## config.mk

```make
export PLATFORM = sky130hd
export DESIGN_NAME = bcd_seg_scanner
export DESIGN_NICKNAME = d
export VERILOG_FILES = /design/src/rtl/bcd_seg_pkg.sv /design/src/rtl/seg7_decoder.sv /design/src/rtl/bcd_seg_scanner.sv
export SDC_FILE = /design/constraint.sdc
export NUM_CORES = 1
export LEC_CHECK = 0
export CAP_MARGIN = 20
export CORE_UTILIZATION = 45
export DETAILED_ROUTE_END_ITERATION = 6
export GPL_TIMING_DRIVEN = 0
export PLACE_DENSITY = 0.69
export SLEW_MARGIN = 40
export SYNTH_ARGS = -nofsm -noshare
export SYNTH_HDL_FRONTEND = slang
export SYNTH_SLANG_ARGS = --single-unit
```

## constraint.sdc

```tcl
create_clock -name clk -period 6.6 [get_ports clk]
set_clock_uncertainty 0.15 [all_clocks]
set_input_delay 1.32 -clock clk [delete_from_list [all_inputs] [get_ports clk]]
set_output_delay 1.32 -clock clk [all_outputs]
set_load 0.05 [all_outputs]
```

## src/rtl/bcd_seg_pkg.sv

```systemverilog
// Shared definitions for the BCD seven-segment scanner.
// Holds the scanner state encoding, the active-low segment patterns
// (segments [6:0] = g..a) and the double-dabble digit adjust helper.
package bcd_seg_pkg;

    // Scanner state encoding
    typedef logic [1:0] state_t;
    localparam state_t ST_IDLE = 2'd0;
    localparam state_t ST_CONV = 2'd1;
    localparam state_t ST_SHOW = 2'd2;

    // Active-low segment patterns, bit order g..a
    localparam logic [6:0] SEG_BLANK = 7'b1111111;
    localparam logic [6:0] SEG_DASH  = 7'b0111111;
    localparam logic [6:0] SEG_0     = 7'b1000000;
    localparam logic [6:0] SEG_1     = 7'b1111001;
    localparam logic [6:0] SEG_2     = 7'b0100100;
    localparam logic [6:0] SEG_3     = 7'b0110000;
    localparam logic [6:0] SEG_4     = 7'b0011001;
    localparam logic [6:0] SEG_5     = 7'b0010010;
    localparam logic [6:0] SEG_6     = 7'b0000010;
    localparam logic [6:0] SEG_7     = 7'b1111000;
    localparam logic [6:0] SEG_8     = 7'b0000000;
    localparam logic [6:0] SEG_9     = 7'b0010000;

    // Double-dabble correction applied to a BCD digit before each shift
    function automatic logic [3:0] dd_adjust(input logic [3:0] digit);
        return (digit >= 4'd5) ? (digit + 4'd3) : digit;
    endfunction

endpackage

```

## src/rtl/seg7_decoder.sv

```systemverilog
// Combinational BCD to seven-segment decoder.
// Ports:
//   bcd_i [3:0] : BCD digit 0..9
//   seg_o [6:0] : active-low segments g..a; non-BCD codes give a blank digit
module seg7_decoder
    import bcd_seg_pkg::*;
(
    input  logic [3:0] bcd_i,
    output logic [6:0] seg_o
);

    always_comb begin
        seg_o = SEG_BLANK;
        case (bcd_i)
            4'd0:    seg_o = SEG_0;
            4'd1:    seg_o = SEG_1;
            4'd2:    seg_o = SEG_2;
            4'd3:    seg_o = SEG_3;
            4'd4:    seg_o = SEG_4;
            4'd5:    seg_o = SEG_5;
            4'd6:    seg_o = SEG_6;
            4'd7:    seg_o = SEG_7;
            4'd8:    seg_o = SEG_8;
            4'd9:    seg_o = SEG_9;
            default: seg_o = SEG_BLANK;
        endcase
    end

endmodule

```

## src/rtl/bcd_seg_scanner.sv

```systemverilog
// Eight-word BCD seven-segment scanner.
// On start (in idle) the eight 7-bit words are snapshotted; each word is then
// converted to BCD by a 7-cycle sequential double-dabble and presented for
// HOLD_CYCLES cycles. A frame therefore lasts 8*(7+HOLD_CYCLES) cycles.
// Ports:
//   clk, reset          : clock, synchronous active-high reset
//   start               : frame request, sampled only while idle
//   data0..data7 [6:0]  : words to display
//   busy                : frame in progress
//   digit_valid         : digit_idx/tens_seg/ones_seg/overflow carry a result
//   digit_idx [2:0]     : index of the word being presented
//   tens_seg, ones_seg  : active-low segments g..a
//   overflow            : presented word above 99 (both digits show a dash)
//   done                : one-cycle pulse in the first idle cycle after a frame
module bcd_seg_scanner
    import bcd_seg_pkg::*;
#(
    parameter int unsigned HOLD_CYCLES = 4
) (
    input  logic       clk,
    input  logic       reset,
    input  logic       start,
    input  logic [6:0] data0,
    input  logic [6:0] data1,
    input  logic [6:0] data2,
    input  logic [6:0] data3,
    input  logic [6:0] data4,
    input  logic [6:0] data5,
    input  logic [6:0] data6,
    input  logic [6:0] data7,
    output logic       busy,
    output logic       digit_valid,
    output logic [2:0] digit_idx,
    output logic [6:0] tens_seg,
    output logic [6:0] ones_seg,
    output logic       overflow,
    output logic       done
);

    localparam int unsigned HoldW = (HOLD_CYCLES > 1) ? $clog2(HOLD_CYCLES) : 1;
    localparam logic [HoldW-1:0] HoldLast = HoldW'(HOLD_CYCLES - 1);

    state_t           state_q, state_d;
    logic [2:0]       idx_q, idx_d;
    logic [2:0]       bit_cnt_q, bit_cnt_d;
    logic [HoldW-1:0] hold_cnt_q, hold_cnt_d;
    logic [6:0]       bin_q, bin_d;
    logic [11:0]      bcd_q, bcd_d;     // {hundreds, tens, ones}
    logic [6:0]       snap_q [8];
    logic [6:0]       snap_d [8];

    logic             busy_q, busy_d;
    logic             valid_q, valid_d;
    logic [6:0]       tens_q, tens_d;
    logic [6:0]       ones_q, ones_d;
    logic             ovf_q, ovf_d;
    logic             done_q, done_d;

    logic [6:0]       tens_dec, ones_dec;

    // Next-state: FSM, snapshot and sequential double-dabble
    always_comb begin
        state_d    = state_q;
        idx_d      = idx_q;
        bit_cnt_d  = bit_cnt_q;
        hold_cnt_d = hold_cnt_q;
        bin_d      = bin_q;
        bcd_d      = bcd_q;
        snap_d     = snap_q;
        done_d     = 1'b0;

        case (state_q)
            ST_IDLE: begin
                if (start) begin
                    snap_d[0] = data0;
                    snap_d[1] = data1;
                    snap_d[2] = data2;
                    snap_d[3] = data3;
                    snap_d[4] = data4;
                    snap_d[5] = data5;
                    snap_d[6] = data6;
                    snap_d[7] = data7;
                    idx_d     = 3'd0;
                    // Snapshot array is written this edge, so load from the port
                    bin_d     = data0;
                    bcd_d     = '0;
                    bit_cnt_d = 3'd0;
                    state_d   = ST_CONV;
                end
            end
            ST_CONV: begin
                // Hundreds never reaches 5 for a 7-bit word, so it only shifts
                bcd_d = {bcd_q[10:8], dd_adjust(bcd_q[7:4]), dd_adjust(bcd_q[3:0]),
                         bin_q[6]};
                bin_d = {bin_q[5:0], 1'b0};
                if (bit_cnt_q == 3'd6) begin
                    hold_cnt_d = '0;
                    state_d    = ST_SHOW;
                end else begin
                    bit_cnt_d = bit_cnt_q + 3'd1;
                end
            end
            ST_SHOW: begin
                if (hold_cnt_q == HoldLast) begin
                    if (idx_q == 3'd7) begin
                        idx_d   = 3'd0;
                        done_d  = 1'b1;
                        state_d = ST_IDLE;
                    end else begin
                        idx_d     = idx_q + 3'd1;
                        bin_d     = snap_q[idx_q + 3'd1];
                        bcd_d     = '0;
                        bit_cnt_d = 3'd0;
                        state_d   = ST_CONV;
                    end
                end else begin
                    hold_cnt_d = hold_cnt_q + 1'b1;
                end
            end
            default: state_d = ST_IDLE;
        endcase
    end

    // Decoders look at next-state BCD so the segment registers load together
    // with the transition into SHOW.
    seg7_decoder u_tens_dec (
        .bcd_i (bcd_d[7:4]),
        .seg_o (tens_dec)
    );

    seg7_decoder u_ones_dec (
        .bcd_i (bcd_d[3:0]),
        .seg_o (ones_dec)
    );

    // Registered output next-state
    always_comb begin
        busy_d  = (state_d != ST_IDLE);
        valid_d = (state_d == ST_SHOW);
        ovf_d   = valid_d && (bcd_d[11:8] != 4'd0);
        tens_d  = SEG_BLANK;
        ones_d  = SEG_BLANK;
        if (valid_d) begin
            if (ovf_d) begin
                tens_d = SEG_DASH;
                ones_d = SEG_DASH;
            end else begin
                // Leading-zero blanking for single-digit values
                tens_d = (bcd_d[7:4] == 4'd0) ? SEG_BLANK : tens_dec;
                ones_d = ones_dec;
            end
        end
    end

    always_ff @(posedge clk) begin
        if (reset) begin
            state_q    <= ST_IDLE;
            idx_q      <= 3'd0;
            bit_cnt_q  <= 3'd0;
            hold_cnt_q <= '0;
            bin_q      <= '0;
            bcd_q      <= '0;
            for (int i = 0; i < 8; i++) begin
                snap_q[i] <= '0;
            end
            busy_q     <= 1'b0;
            valid_q    <= 1'b0;
            tens_q     <= SEG_BLANK;
            ones_q     <= SEG_BLANK;
            ovf_q      <= 1'b0;
            done_q     <= 1'b0;
        end else begin
            state_q    <= state_d;
            idx_q      <= idx_d;
            bit_cnt_q  <= bit_cnt_d;
            hold_cnt_q <= hold_cnt_d;
            bin_q      <= bin_d;
            bcd_q      <= bcd_d;
            snap_q     <= snap_d;
            busy_q     <= busy_d;
            valid_q    <= valid_d;
            tens_q     <= tens_d;
            ones_q     <= ones_d;
            ovf_q      <= ovf_d;
            done_q     <= done_d;
        end
    end

    assign busy        = busy_q;
    assign digit_valid = valid_q;
    assign digit_idx   = idx_q;
    assign tens_seg    = tens_q;
    assign ones_seg    = ones_q;
    assign overflow    = ovf_q;
    assign done        = done_q;

endmodule

```

# --- Word level (Yosys, flattened, before mapping) ---
# Memory sizes are Yosys's and may differ from the RTL's.
# Cells that the tools add are included.
word_totals:
  register_bits: 103
  romBits: 224
  in_bits: 59
  output_inout_bits: 21
  wordCells: 98
  mem_count: 2
op_classes:
  add_sub_neg: 5
  magnitude_cmp: 3
  eq_ne: 12
  mux: 33
  bitwise_logic: 4
  reduce_logical: 17
memory_table:
  columns: ["name", "depth", "word_bits", "rd", "rd_clocked_by_memory_dff", "wr", "line", "text"]
  rows:
  - ["(name not given)", 16, 7, 1, 0, 0, "seg7_decoder.sv:14", "case (bcd_i)"]
  - ["(name not given)", 16, 7, 1, 0, 0, "seg7_decoder.sv:14", null]
ops:
  columns: ["operator", "count"]
  rows:
  - ["2-to-1 mux 7 bit", 8]
  - ["2-to-1 mux 12 bit", 3]
  - ["one-hot mux 12 bit (3 select lines)", 1]
  - ["binary-select mux 7 bit (select 3 bit)", 1]
  - ["one-hot mux 7 bit (3 select lines)", 1]
  - ["2-to-1 mux 3 bit", 6]
  - ["!= test 2 bit (second input constant)", 6]
  - ["2-to-1 mux 2 bit", 5]
  - ["one-hot mux 3 bit (3 select lines)", 1]
  - ["adder 4 x 2 -> 4 bit (second input constant)", 2]
  - ["greater-or-equal comparator 4 x 3 -> 1 bit (second input constant)", 2]
  - ["2-to-1 mux 4 bit", 2]
  - ["adder 3 x 1 -> 3 bit (second input constant)", 2]
  - ["== test 2 bit (second input constant)", 3]
  - ["== test 3 bit (second input constant)", 2]
  - ["one-hot mux 2 bit (3 select lines)", 1]
  - ["one-hot mux 3 bit (2 select lines)", 1]
  - ["AND reduction 3 bit", 2]
  - ["nonzero test 2 bit", 3]
  - ["OR reduction 3 bit", 2]
  - ["AND reduction 5 bit", 1]
  - ["greater-or-equal comparator 4 bit (second input constant)", 1]
  - ["zero test 4 bit", 1]
  - ["NOT 3 -> 4 bit", 1]
  - ["other kinds (13)", 16]

# --- Depth between registers and ports, before layout ---
depth:
  word_depth: 8
  ltp_mapped: 12
  depth_no_buf: 10

# --- By module ---
# From an unflattened synthesis, not the netlist that was laid out.
unflattened:
  cells_unflattened: 568
  hier_area_um2: 4869.7
modules_own_cells:
  columns: ["mod", "instances", "cells_each", "area_per_inst_um2", "seq_area_each_um2"]
  rows:
  - ["bcd_seg_scanner", 1, 508, 4461.8, 2062.0]
  - ["seg7_decoder", 2, 30, 203.9, 0.0]

# --- Least setup slack after synthesis ---
# OpenSTA, ideal clock, no wires.
synth_path:
  path_kind: "input to register"
  start: "input port start"
  end: "register ones_q[3] (netlist: ones_seg[3])"
  setup_ps: 134
  t_arrival_ps: 2952
  t_required_ps: 6316
  path_slack_ps: 3364
  stages: 9
  n_path_buf: 1
  cell_sequence: "nor2b_2 > a211o_4 > clkbuf_1 > a22oi_1 > inv_1 > ha_1 > nand2b_1 > a21oi_1 > o21ai_0"
synth_between:
  word_cells_on_any_way: 10
  cone_classes: "eq/ne (1); mux (4); bitwise (1); reduce/logical (3); memory (1)"
synth_rtl:
  columns: ["item", "line", "text"]
  rows:
  - ["start, declared", "bcd_seg_scanner.sv:22", "input logic start,"]
  - ["2-to-1 mux 12 bit", "bcd_seg_scanner.sv:74", "if (start) begin"]
  - ["one-hot mux 12 bit (3 select lines)", "bcd_seg_scanner.sv:72", "case (state_q)"]
  - ["named net bcd_d[0]", "bcd_seg_scanner.sv:48", "logic [11:0] bcd_q, bcd_d;"]
  - ["memory (16 x 7 bit)", null, null]
  - ["end signal, assigned", "bcd_seg_scanner.sv:183", "ones_q <= ones_d;"]
  - ["end, declared", "bcd_seg_scanner.sv:55", "logic [6:0] ones_q, ones_d;"]
# The timed path passes the listed nets, and every way through them passes these cells.
# A chain may end at the register's enable or synchronous reset.

# --- Worst setup path after layout ---
# Same ends and word-level chain as after synthesis.

==> Flow_metrics.wiki <==
{| class="wikitable"
! Metric !! Value
|-
| Status || complete, no violations
|-
| Static leakage || ~0.0023 uW
|-
| Clock input transition at the sequential cells of the worst setup and hold paths || 90 ps
|-
| Worst setup EP type || flop
|-
| DRC || 0
|-
| Cell area after synthesis || 4791 sq um
|-
| Gp weighted congestion || between 0.8 and 0.9
|-
| Buffer depth of the longest clock path || 2
|-
| Std-Cell Rows || 37
|-
| Number of hold violations in the final report || 0
|-
| Async S/R FF share, synth || 0%
|-
| Clk Tree Root Cell || sky130_fd_sc_hd__clkbuf_8
|-
| Peak per-stage delay on the critical path || 540 ps
|-
| Number of top-level pins || 80
|-
| Final number of setup-violating endpoints || 0
|-
| Antenna violations before repair || 0
|-
| Tightest Pin Transition || 622.8 ps
|-
| Synth top area share || 43.04%
|-
| Detail Placement HPWL || 8974 um
|-
| CP arrival || 3910 ps
|-
| Wire length reported by the detailed router || 11870 um
|-
| Grt ovf || 0
|-
| Post-synth top cells || sky130_fd_sc_hd__nand2_1 (138), sky130_fd_sc_hd__dfxtp_1 (103), sky130_fd_sc_hd__a21oi_1 (74)
|-
| Die X-Extent || 105.2 um
|-
| Number of pins with negative max-slew slack in the final report || 0
|-
| Critical Path Fanout Max || 10
|-
| Endpoint of the worst register-to-register path || ones_seg[3]
|-
| Inserted Clock Buffers || 9
|-
| Required time of the critical path || ~6700 ps
|-
| Maximum achievable frequency || 0.2617 GHz
|-
| PostCTS Resize Cnt || 0
|-
| Library cell contributing the largest single delay on the critical path || sky130_fd_sc_hd__clkdlybuf4s50_1
|-
| Wire length of the first global-routing pass || around 20000 um
|-
| Layout cells sized above 1 || approximately 8.3%
|-
| Post-Synthesis Net Count || 641
|-
| Layout Area Growth over Synthesis || 24.78%
|-
| Yosys warns || 0
|-
| Clock Sink Count || 103
|-
| Clock tree from TritonCTS || built
|-
| Synthesized flop and latch total || 103
|-
| Clk_lat worst skew || roughly 380 ps
|-
| Classification of the worst-slack hold path || reg2reg
|-
| Instance count along the most critical hold path || 2
|-
| Unrepaired setup endpoints after global routing || false
|-
| Cell with the most instances after synthesis || sky130_fd_sc_hd__nand2_1
|-
| Last element of the critical path || ones_seg[3]
|-
| Port Buffer Count || 79
|-
| Reg-to-Reg Start || digit_idx[0]
|-
| Vert. Die Dim || 105.2 um
|-
| Accumulated negative setup slack || 0 ps
|-
| Drt initial violations || about 230
|-
| Initial cell density of the core || 46.41%
|-
| Portion of the post-synthesis area used by sequential elements || 43.04%
|-
| Element type at the critical path start || primary input
|-
| Drt pass-1 iters || 5
|-
| Via count normalized by instance count || ~5.4
|-
| Min setup slack post-route || 2779 ps
|-
| Max-capacitance violation count || 0
|-
| Flop-to-flop setup slack || 3370 ps
|-
| Worst vdd ir || around 0.11 mV
|-
| Cell count after synthesis || roughly 560
|-
| Part of the cycle the worst path needs || 57.89%
|-
| Via count of the first global-routing pass || 4146
|-
| Library cells used by synthesis || 55
|-
| Number of synthesized flops with an enable pin || 0
|-
| Power density over the cells || 212.3 nW/um^2
|-
| Type of the worst setup path || in2reg
|-
| CTS Hold Bufs || 0
|-
| Largest cells by area after synthesis || sky130_fd_sc_hd__dfxtp_1 (43%), sky130_fd_sc_hd__nand2_1 (11%), sky130_fd_sc_hd__a21oi_1 (7.7%)
|-
| Post-CTS Repair Setup Buffers || 0
|-
| Average cell area after synthesis || around 8.6 sq um
|-
| Critical path cell sequence || clkdlybuf4s50_1 > nor2b_2 > a211o_4 > clkbuf_1 > a22oi_1 > inv_1 > ha_1 > nand2b_1 > a21oi_1 > o21ai_0
|-
| Dpl ws || between 2000 and 2500 ps
|-
| Core Footprint || 10320 sq um
|-
| Number of cells on the worst reg-to-reg path || 11
|-
| Main flop type after synthesis || sky130_fd_sc_hd__dfxtp_1
|-
| Worst slew margin || around 57%
|-
| Number of routed nets with antenna violations || 0
|-
| Filler Cell Count || 936
|-
| Mean routed wirelength per cell || 15.02 um
|-
| First element of the critical path || start
|-
| Pwr Total || 1269 uW
|-
| Antenna fix cells || 0
|-
| Overall routing resource usage || a little under a quarter
|-
| Total die area || 11060 sq um
|-
| Layout net count || 731
|-
| H-Tree Level Count || 3
|-
| Routed vias || 4285
|-
| Period minus WS final || 3821 ps
|-
| Largest net degree at the start of global routing || 18
|-
| Largest area contributor in the netlist || sky130_fd_sc_hd__dfxtp_1
|}
## metrics by stage
step	instance area [sq um]	cells	utilization [%]	hold slack (ps)
after floorplan	4791	559	-	283.1
after global placement	5752	774	55.71	287.9
after detailed placement	5752	774	55.71	297.3
after CTS	5971	790	57.84	311.3
after global routing	5978	790	57.91	335.8
final	5978	790	57.91	307.2
## layout make-up
cell class	instances	area, sq um	share of cell area, %
flip-flops and latches	103	2062	34.49
clock buffers	10	127.6	2.135
clock inverters	6	91.34	1.528
inverters	15	56.30	0.9418
well taps	136	170.2	2.846
plain buffers	36	150.1	2.512
multi-input cells	405	2530	42.32
repair buffers	79	790.8	13.23
## worst max-delay path: cells and delay by family
| family | cells | cell delay (ps) |
|---|---|---|
| AOI/OAI and AO/OA | 4 | 1220 |
| buffers and inverters | 3 | 920 |
| adders and majority gates | 1 | 230 |
| and+or+nand+nor | 2 | 220 |
## state kept, by name (all words and copies together) (netlist names)
name / count
snap_q: 56
bcd_q: 12
bin_q: 7
ones_seg: 7
tens_seg: 7
bit_cnt_q: 3
digit_idx: 3
hold_cnt_q: 2
state_q: 2
busy: 1
digit_valid: 1
done: 1
overflow: 1
## worst min-delay path by stage
stage,from,to,slack (ps)
after floorplan,snap_q[21],snap_q[21],280
after global placement,snap_q[20],snap_q[20],290
after detailed placement,snap_q[2],snap_q[2],300
after CTS,snap_q[2],snap_q[2],310
after global routing,snap_q[24],snap_q[24],340
final,snap_q[23],snap_q[23],310
## layout by cell type, fill, tap and decap left out, types with 3 or more instances in the layout
master | netlist | layout
sky130_fd_sc_hd__buf_2 | 6 | 6
sky130_fd_sc_hd__mux2_2 | 7 | 7
sky130_fd_sc_hd__a2111oi_0 | 8 | 8
sky130_fd_sc_hd__nor3b_1 | 3 | 3
sky130_fd_sc_hd__a221oi_1 | 6 | 6
sky130_fd_sc_hd__a22oi_1 | 7 | 7
sky130_fd_sc_hd__a21o_1 | 3 | 3
sky130_fd_sc_hd__ha_1 | 23 | 23
sky130_fd_sc_hd__o21ai_0 | 12 | 12
sky130_fd_sc_hd__nor3_1 | 5 | 5
sky130_fd_sc_hd__buf_1 | 5 | 5
sky130_fd_sc_hd__nand2_1 | 138 | 138
sky130_fd_sc_hd__a22o_1 | 3 | 3
sky130_fd_sc_hd__nand3_1 | 4 | 4
sky130_fd_sc_hd__a211o_1 | 3 | 3
sky130_fd_sc_hd__inv_1 | 15 | 15
sky130_fd_sc_hd__and2_1 | 4 | 4
sky130_fd_sc_hd__clkbuf_8 | 0 | 9
sky130_fd_sc_hd__dfxtp_1 | 103 | 103
sky130_fd_sc_hd__nand2b_1 | 6 | 6
sky130_fd_sc_hd__mux4_2 | 14 | 14
sky130_fd_sc_hd__clkdlybuf4s50_1 | 0 | 79
sky130_fd_sc_hd__clkbuf_1 | 24 | 25
sky130_fd_sc_hd__nor2_1 | 42 | 42
sky130_fd_sc_hd__a21oi_1 | 74 | 74
sky130_fd_sc_hd__o21ai_1 | 3 | 3
sky130_fd_sc_hd__a211oi_1 | 4 | 4
## power by group
group	switching, uW	internal, uW	total, uW
combinational	88.1	74.2	162
clock	224	217	440
sequential	15.8	651	666
## logic make-up (layout without fill, tap and decap cells)
| kind of cell | count (synthesis) | in the layout | share of synthesized area [%] |
|---|---|---|---|
| buf+inv | 51 | 146 | 4.309 |
| fa+ha+maj | 23 | 23 | 6.007 |
| flops | 103 | 103 | 43.04 |
| compound gates | 142 | 142 | 18.88 |
| mux | 21 | 21 | 8.227 |
| simple gates | 219 | 219 | 19.53 |
## routing by layer
metal / GRT usage [%] / vias to the layer above / wire length, um
li1: - / 2130 / -
met1: 29.06 / 1988 / 5272
met2: 36.56 / 139 / 5604
met3: 4.803 / 28 / 696
met4: 9.155 / 0 / 294
met5: 0 / - / 0
No activity file was read; power rests on OpenSTA's default activity.
